[src/rtl/morse_keyer.sv]
// Morse keyer: plays one captured character (or a word space) on key_out with exact unit timing.
// Optional gated sidetone on tone_out when MORSE_KEYER_TONE_EN is defined; otherwise tone_out is 0.
module morse_keyer #(
  parameter int unsigned CLKS_PER_UNIT = 1200000,
  parameter int unsigned TONE_HALF     = 6000
) (
  input  logic       clk,
  input  logic       rst_n,
  input  logic [7:0] morse,
  input  logic [2:0] length,
  input  logic       in_valid,
  output logic       in_ready,
  output logic       key_out,
  output logic       busy,
  output logic       done,
  output logic       tone_out
);

  localparam int CW = 26;

  localparam logic [CW-1:0] UNIT_END = CW'(CLKS_PER_UNIT - 1);
  localparam logic [CW-1:0] DASH_END = CW'(3 * CLKS_PER_UNIT - 1);
  // The done/IDLE cycle is the final cycle of a trailing gap, hence the -2.
  localparam logic [CW-1:0] CHAR_END = CW'(3 * CLKS_PER_UNIT - 2);
  localparam logic [CW-1:0] WORD_END = CW'(4 * CLKS_PER_UNIT - 2);

  if (CLKS_PER_UNIT < 2 || CLKS_PER_UNIT > 32'h00FF_FFFF) begin : g_bad_unit
    $error("morse_keyer: CLKS_PER_UNIT out of range");
  end
  if (TONE_HALF < 1) begin : g_bad_tone
    $error("morse_keyer: TONE_HALF must be at least 1");
  end

  typedef enum logic [2:0] {
    IDLE,
    MARK,
    GAP,
    CHARGAP,
    WORDGAP
  } state_t;

  state_t          state;
  logic [CW-1:0]   cnt;
  logic [2:0]      idx;
  logic [7:0]      pat;

  always_ff @(posedge clk) begin
    if (!rst_n) begin
      state    <= IDLE;
      cnt      <= '0;
      idx      <= '0;
      pat      <= '0;
      key_out  <= 1'b0;
      busy     <= 1'b0;
      done     <= 1'b0;
      in_ready <= 1'b0;
    end else begin
      done <= 1'b0;
      case (state)
        IDLE: begin
          cnt      <= '0;
          in_ready <= 1'b1;
          if (in_valid && in_ready) begin
            pat      <= morse;
            in_ready <= 1'b0;
            busy     <= 1'b1;
            if (length != 3'd0) begin
              state   <= MARK;
              idx     <= length - 3'd1;
              key_out <= 1'b1;
            end else begin
              state   <= WORDGAP;
              key_out <= 1'b0;
            end
          end
        end

        MARK: begin
          if (cnt == (pat[idx] ? DASH_END : UNIT_END)) begin
            cnt     <= '0;
            key_out <= 1'b0;
            state   <= (idx != 3'd0) ? GAP : CHARGAP;
          end else begin
            cnt <= cnt + CW'(1);
          end
        end

        GAP: begin
          if (cnt == UNIT_END) begin
            cnt     <= '0;
            idx     <= idx - 3'd1;
            key_out <= 1'b1;
            state   <= MARK;
          end else begin
            cnt <= cnt + CW'(1);
          end
        end

        CHARGAP, WORDGAP: begin
          if (cnt == ((state == CHARGAP) ? CHAR_END : WORD_END)) begin
            cnt      <= '0;
            state    <= IDLE;
            done     <= 1'b1;
            in_ready <= 1'b1;
            busy     <= 1'b0;
          end else begin
            cnt <= cnt + CW'(1);
          end
        end

        default: begin
          state    <= IDLE;
          cnt      <= '0;
          key_out  <= 1'b0;
          busy     <= 1'b0;
          in_ready <= 1'b0;
        end
      endcase
    end
  end

`ifdef MORSE_KEYER_TONE_EN
  localparam int TW = (TONE_HALF > 2) ? $clog2(TONE_HALF) : 1;
  localparam logic [TW-1:0] TONE_LAST = TW'(TONE_HALF - 1);

  logic [TW-1:0] tone_div;
  logic          tone_q;

  // Divider restarts on every mark, so each mark begins with the same phase.
  always_ff @(posedge clk) begin
    if (!rst_n || !key_out) begin
      tone_div <= '0;
      tone_q   <= 1'b0;
    end else if (tone_div == TONE_LAST) begin
      tone_div <= '0;
      tone_q   <= ~tone_q;
    end else begin
      tone_div <= tone_div + TW'(1);
    end
  end

  assign tone_out = tone_q & key_out;
`else
  assign tone_out = 1'b0;
`endif

endmodule

[config.mk]
export PLATFORM = sky130hd
export DESIGN_NAME = morse_keyer
export DESIGN_NICKNAME = d
export VERILOG_FILES = /design/src/rtl/morse_keyer.sv
export SDC_FILE = /design/constraint.sdc
export NUM_CORES = 1
export LEC_CHECK = 0
export ABC_AREA = 1
export CAP_MARGIN = 20
export CORE_UTILIZATION = 30
export CTS_CLUSTER_SIZE = 25
export DETAILED_ROUTE_END_ITERATION = 7
export PLACE_DENSITY = 0.58
export REMOVE_ABC_BUFFERS = 1
export SLEW_MARGIN = 25
export SYNTH_ARGS = -nofsm -noshare
export SYNTH_HDL_FRONTEND = slang
export SYNTH_SLANG_ARGS = --single-unit
[constraint.sdc]
create_clock -name clk -period 1.6 [get_ports clk]
set_input_delay 0.4 -clock clk [delete_from_list [all_inputs] [get_ports clk]]
set_output_delay 0.4 -clock clk [all_outputs]
set_load 0.01 [all_outputs]
==> results.txt, run 1 <==
Maximum vdd drop: 467 uV. In the final routed layout, each cell accounts on average for 11.4 um. The tools report the sequential fraction of the synthesis area as 0.358. The logs give 0.228 for the clock power share and 0.202 for the fraction of met1 tracks used by global routing. Power comes to 4.41 mW. Counting along the longest clock path gives a buffer depth of 2.

The dominant cell type by area after synthesis was dfxtp_1. The most frequent standard cell in the layout excluding fill and tap cells was buf_4. Ratio of cells with drive above 1 in the final layout: 0.327. Counting every instance in the synthesized netlist gives 362.

Data arrives at the worst endpoint at 1.88 ns. The die covers 8560 sq um. The tools report the internal portion of total power as 2.86 mW. The worst register-to-register path has a setup slack of -0.09 ns. Excluding fillers, the count of instances in the completed layout stands at 570. The tool flagged a number of max-cap violations equal to 0. The tools report the fraction of met3 tracks used by global routing as 0.0263. The share of the synthesized area in the top cell type was 0.358; the number of max-slew violations in the final report was 0. The average instance in the mapped netlist occupies 6.79 sq um. Once detailed placement completed, the half-perimeter wirelength came to 4820 um. The number of CTS-inserted buffers is 5, and the deepest level of the CTS H-tree is 2. After the last flow step, the layout net total stands at 485. Measured in cells, the most critical reg-to-reg path has a length of 11. Final core utilization: 0.481. For the initial antenna violation count, the log shows 0. The tools report the effective utilization at floorplan as 0.315.

On the final layout, the worst clock skew is 0.0107 ns. The die width was 92.5 um. In this run, synthesis produced a sequential element count of 44. Worst path setup slack after routing: -0.0913 ns.

The logs give 0.162 for the total track usage and -0.181 ns for the placement-stage worst setup slack. TritonCTS built the clock tree. The layout-stage area growth over the synthesis result is 52.9%. The tools report the leakage power figure as 1.58 nW. The count of yosys warnings during synthesis was 0. The analysis attributes to net switching a power of 1.55 mW.

Entering global routing, the biggest net connects 17 pins. The switching share of power is 0.352, and the global routing met2 resource utilization is 0.289. The endpoint of the worst register-to-register path was cnt[13]. The sort of element at the end of the critical path was a flip-flop. Along the worst path, the maximum fanout reaches 16.

The worst hold path belongs to the class flip-flop to flip-flop. The run gives 0.462 as the share of total power in combinational logic. Final hold analysis gives a worst-case slack of 0.453 ns. The busiest layer in global routing is met2. The global-route wire length before repair is 11200 um, and the count of buffers from port buffering is 17.

The first detailed-routing pass ran for 5 iterations. Startpoint type of the worst setup path: a flip-flop. Summed over all layers, the routed wires come to 6500 um.

The placed instances occupy a cell area of 3360 sq um. The global placer's final weighted congestion is 0.846, and the remaining design rule violation count is 0. The part of the cycle the worst path needs was 1.06. Summed over all failing endpoints, the final setup total negative slack is -2.22 ns. Counting every sink on the clock net gives 44. The area of the core region is 7810 sq um. The library cells used most frequently in the layout, excluding fill and tap cells, are buf_4, nand2_1, nor2_1. The number of antenna diodes in the final layout is 0. The initialized floorplan defines 32 standard-cell rows. Iteration-0 DRC count of the detailed router: 117. Clock tree synthesis selected as its root buffer the cell clkbuf_8. The power density over cell area works out to 1170 nW/um^2.

The total I/O pin count came out at 19. The number of cells after detailed placement is 555. Setup repair after global routing could not meet its margin everywhere.

For this run the aggregate overflow at the end of global routing stands at 0. The worst register-to-register path begins at cnt[1]. The critical path is of the flip-flop to flip-flop type. The logs give 2460 sq um for the cell area after synthesis and 3760 sq um for the total non-filler cell area in the finished layout. The depth of the worst hold-timing path is 1, and the number of endpoints with negative hold slack in the final report is 0.

The path with the worst hold slack has its endpoint at cnt[0]. The logs give 1.79 ns for the worst endpoint required time and 0 for the remaining antenna violation count. The final number of setup-violating endpoints was 34. The run gives 2459 as the number of global-route vias before repair. The tools report the critical hold path startpoint as cnt[0]. The clock insertion delay at the later pin of the skew report is 0.30 ns. The final reports fail on negative setup slack. For this run, the top clock speed supported by timing is 591 MHz. The post-CTS clock slew at the launch and capture registers of the worst setup and hold paths is 0.09 ns, and the number of vias per cell after detailed routing is 4.51. The overall die height was 92.5 um. The run finished, with violations left. For the sequential cell fraction of total power, the log shows 0.310. In this run, distinct cell masters in the synthesized netlist total 33.

The smallest clock period supported by the final layout is computed as 1.69 ns. By area the synthesized netlist is led by dfxtp_1, nand2_1, nor2_1. Summing over every cut layer, the via total after detailed routing is 2572.
synthesized netlist by cell type:
cell / instances
nand2_2: 4
a21oi_1: 22
ha_1: 3
inv_2: 1
and2_1: 1
and3_1: 1
nor4_1: 1
clkbuf_1: 2
nor2_2: 4
o21ai_0: 17
nand3_1: 24
buf_2: 1
a21oi_2: 1
nor3_2: 1
nand4_1: 11
dfxtp_1: 44
o21ai_4: 1
nor2_4: 2
a31o_2: 1
nand3_2: 3
or2_2: 2
nand3b_1: 1
nor2_1: 63
inv_1: 44
nand4_2: 4
nand2_4: 1
nand2_1: 75
conb_1: 1
buf_4: 1
buf_6: 2
nor3_1: 7
xor2_1: 12
xnor2_1: 4
critical path: stages (launching register included):
cell	delay [ns]
dfxtp_4	0.38
buf_6	0.10
ha_4	0.10
nand2_1	0.03
nand3b_1	0.16
nor2_2	0.16
nand4_4	0.14
nand2_2	0.12
nand3_2	0.09
nand2_4	0.10
buf_12	0.14
nor2_1	0.04
final cells by class:
class | count | area (sq um)
inverter | 45 | 169
tap | 102 | 128
sequential | 44 | 891
clock buffer | 5 | 68.8
clock inverter | 2 | 60.1
timing repair buffer | 105 | 900
fill | 808 | 4050
multi-input combinational | 267 | 1540
per-layer routing:
metal	routed length, um	vias to the layer above
li1	-	1366
met1	2990	1168
met2	3260	31
met3	192	7
met4	57	0
met5	0	-
kinds of logic (layout without fill, tap and decap cells):
kind of cell,count (synthesis),after routing,synth area share
and+or+nand+nor,205,205,0.388
buffers and inverters,51,157,0.0860
DFF,44,44,0.358
AOI/OAI and AO/OA,42,42,0.0932
xor gates and xnor gates,16,16,0.0570
adders and majority gates,3,3,0.0153
other,1,1,0.00153
power by group through the flow:
stage               Clock (mW)  Combinational [mW]  Sequential (mW)
detailed placement           0                1.73             1.38
global route              1.08                2.28             1.39
CTS                       1.04                1.93             1.36
finish                    1.01                2.04             1.37
floorplan                    0               0.936             1.38
global placement             0                1.71             1.37
how the worst max path moves through the flow:
stage,from,end,cells after the start
2_1_floorplan,cnt[0],cnt[25],8
3_3_place_gp,cnt[1],state[0],10
3_5_place_dp,cnt[0],idx[2],9
4_1_cts,cnt[0],cnt[21],11
5_1_grt,cnt[1],cnt[13],13
6_report,cnt[1],cnt[13],11
repair_timing:
| item | 4_1_cts | 5_1_grt |
|---|---|---|
| resized for setup | 33 | 26 |
| hold buffers | 0 | 0 |
| endpoints found under the setup margin | 37 | 37 |
| buffers inserted | 4 | 4 |
| pin swaps | 11 | 13 |
state kept, by name, indices dropped and copies added, names as in the netlist:
signal    cells
done          1
state         3
pat           8
key_out       1
in_ready      1
idx           3
busy          1
cnt          26
(Power assumes the default switching activity.)
==> run 2: changes to the inputs <==
--- a/config.mk
+++ b/config.mk
@@ -10,6 +10,7 @@
 export CORE_UTILIZATION = 30
 export CTS_CLUSTER_SIZE = 25
 export DETAILED_ROUTE_END_ITERATION = 7
+export HOLD_SLACK_MARGIN = 0.12
 export PLACE_DENSITY = 0.58
 export REMOVE_ABC_BUFFERS = 1
 export SLEW_MARGIN = 25
==> constraint.sdc (replaced) <==
create_clock -name clk -period 1.6 [get_ports clk]
set_input_delay 0.24 -clock clk [delete_from_list [all_inputs] [get_ports clk]]
set_output_delay 0.24 -clock clk [all_outputs]
set_load 0.01 [all_outputs]
==> run 2 against run 1 <==
Compared with the run above:
- the flow still finishes with violations (negative setup slack)
- sequential power barely moved
- clock-buffer cell count stayed put
- highest routed layer unchanged
- register-to-register slack worse by 0.02 ns
- combinational power rose by 3%
- via count rose by 2.5%
==> results.txt, run 2 (synthesis gave the netlist of run 1 again) <==
The run gives 1580 sq um (was 1540 sq um) as the area occupied by multi-input gates. The highest layer used for signal routing was met4 (unchanged). The worst path setup slack after routing is -0.108 ns (was -0.0913 ns). The logs give 1.54 nW (was 1.58 nW) for the leakage power figure and 0.453 ns (about the same) for the post-route worst hold slack. The max capacitance violation total was 0 (unchanged). The overall die height was 92.5 um (unchanged); the worst clock skew was 0.0140 ns (was 0.0107 ns). The run gives 791 (was 808) as the final-layout fill cell count. Top library cells by usage in the layout, fill and taps aside: buf_4, nand2_1, nor2_1 (unchanged). Biggest regs: cnt x26, pat x8 (unchanged).

Post-CTS clock slew at the launch and capture registers of the worst setup and hold paths: 0.09 ns (about the same). Remaining design rule violation count: 0 (unchanged). The number of vias per cell after detailed routing is 4.64 (was 4.51), and the area of the core region is 7810 sq um (unchanged). The run gives 3730 sq um (was 3760 sq um) as the total non-filler cell area in the finished layout.

The tools report the worst path arrival time as 1.94 ns (was 1.88 ns). Endpoint of the worst register-to-register path: state[1] (was cnt[13]). The run gives 0 (unchanged) as the sum of overflow across all layers after global routing.

The standard cell area after detailed placement was 3340 sq um (was 3360 sq um). The run finished, with violations left. The count of TritonRoute iterations in the first routing pass was 4 (was 5); the final number of setup-violating endpoints was 30 (was 34). Sort of element at the end of the critical path: a flip-flop (unchanged).

The shortest period the worst path allows was 1.71 ns (was 1.69 ns). Startpoint type of the worst setup path: a flip-flop (unchanged). The largest fanout of any net on the critical path was 3 (was 16); the iteration-0 DRC count of the detailed router was 88 (was 117). Number of max-slew violations in the final report: 0 (unchanged). The maximum vdd drop was 389 uV (was 467 uV); the net count of the finished layout was 482 (was 485). The run gives 44 (unchanged) as the clock sink count. The classification of the worst-slack hold path is flip-flop to flip-flop (unchanged). Die footprint: 8560 sq um (unchanged). The count of buffers from port buffering was 17 (unchanged); the detailed placement HPWL was 4990 um (was 4820 um). The layout-stage area growth over the synthesis result came out at 52.0% (was 52.9%).

The run gives 19 (unchanged) as the total I/O pin count. Critical hold path startpoint: cnt[0] (unchanged). Failing checks: negative setup slack (unchanged).

The most frequent standard cell in the layout excluding fill and tap cells is buf_4 (unchanged). The capture endpoint of the worst hold path is cnt[0] (unchanged). The initial antenna violation count is 0 (unchanged), and the global-route wire length before repair is 11400 um (was 11200 um). The number of global-route vias before repair was 2683 (was 2459). The ratio of cells with drive above 1 in the final layout works out to 0.376 (was 0.327).

The kind of critical path is flip-flop to flip-flop (unchanged). Worst endpoint required time: 1.83 ns (was 1.79 ns). Setup repair after global routing could not meet its margin everywhere.

Routed length on met3: 224 um (was 192 um). The per-cell routed wire length works out to 11.9 um (was 11.4 um). TritonCTS built the clock tree.

For the number of endpoints with negative hold slack in the final report, the log shows 0 (unchanged). The deepest level of the CTS H-tree is 2 (unchanged). The total area of sequential cells came out at 910 sq um (was 891 sq um). The reg-to-reg startpoint is cnt[0] (was cnt[1]). The total wire length was 6740 um (was 6500 um). The part of the cycle the worst path needs was 1.07 (was 1.06). The number of CTS-inserted buffers was 5 (unchanged); the depth of the worst register-to-register path was 10 (was 11).

The power density over cell area works out to 1130 nW/um^2 (was 1170 nW/um^2). The run gives 0.478 (was 0.481) as the final core utilization. The logs give 0 (unchanged) for the number of inserted diodes and 3360 um (was 3260 um) for the routed length on met2. The run gives 32 (unchanged) as the count of standard-cell rows. Most flop-heavy register: cnt (unchanged). The placement-stage worst setup slack is -0.208 ns (was -0.181 ns).

The flip-flop count of the largest register after layout is 26 (unchanged), and the total power draw is 4.20 mW (was 4.41 mW). The largest net degree at the start of global routing was 17 (unchanged); the remaining antenna violation count was 0 (unchanged). Clock tree root buffer cell: clkbuf_8 (unchanged). For the clock insertion delay at the later pin of the skew report, the log shows 0.31 ns (was 0.30 ns). Deepest clock path buffer count: 2 (unchanged). The via count came out at 2636 (was 2572). Global placer's final weighted congestion: 0.850 (was 0.846).

The startpoint of the worst setup timing path was cnt[0] (was cnt[1]). Die width: 92.5 um (unchanged). For the detailed-route wire length on metal 1, the log shows 3040 um (was 2990 um). The highest clock frequency the design can meet is 585 MHz (was 591 MHz).

The effective utilization at floorplan is 0.315 (unchanged), and the worst setup slack for register-to-register paths is -0.11 ns (was -0.09 ns). The depth of the worst hold-timing path works out to 1 (unchanged). The total track usage is 0.164 (was 0.162).
## run 2: layout make-up
type	instances	area share
repair buffers	102	0.229
multi-input cells	267	0.423
clock buffers	5	0.0184
well taps	102	0.0342
flip-flops and latches	44	0.244
inverters	45	0.0452
clock inverters	3	0.00570
## run 2: worst max path at each step
stage                          end  slack (ns)  depth (start not counted)
final                     state[1]       -0.11                         10
after global routing      state[0]       -0.22                         12
after CTS                  cnt[25]       -0.09                         11
after detailed placement   cnt[25]       -0.21                         11
after global placement     cnt[18]       -0.18                         11
after floorplan            cnt[25]       -0.04                          8
## run 2: worst max-delay path, stage by stage (launching register included)
cell      delay, ns
dfxtp_4        0.37
inv_2          0.06
ha_1           0.14
nand2_1        0.04
nand3b_1       0.16
nor2_2         0.15
nand4_4        0.13
a21oi_2        0.18
buf_4          0.14
nand4_1        0.12
a21oi_2        0.14
## run 2: stage by stage
| step | TNS (ns) | cells |
|---|---|---|
| after floorplan | -0.998 | 356 |
| after global placement | -5.12 | 554 |
| after detailed placement | -6.03 | 554 |
| after CTS | -1.78 | 566 |
| after global routing | -5.85 | 568 |
| final | -2.08 | 568 |
## run 2: layer usage
metal | GRT usage | vias up
met1 | 0.185 | 1219
met2 | 0.310 | 41
met4 | 0.0495 | 0
met5 | 0 | -
li1 | - | 1364
met3 | 0.0304 | 12
## run 2: report_power, final
| group | switching, mW | leakage [nW] | internal (mW) |
|---|---|---|---|
| Clock | 0.419 | 0.0445 | 0.311 |
| Sequential | 0.111 | 0.365 | 1.25 |
| Combinational | 1.06 | 1.13 | 1.05 |
## run 2: repair_timing
action | 4_1_cts | 5_1_grt
pin swaps | 21 | 11
hold endpoints to repair | 0 | 0
cloned | 0 | 0
hold buffers | 0 | 0
gates resized for setup | 46 | 34
setup buffers | 4 | 2
setup endpoints to repair | 35 | 44
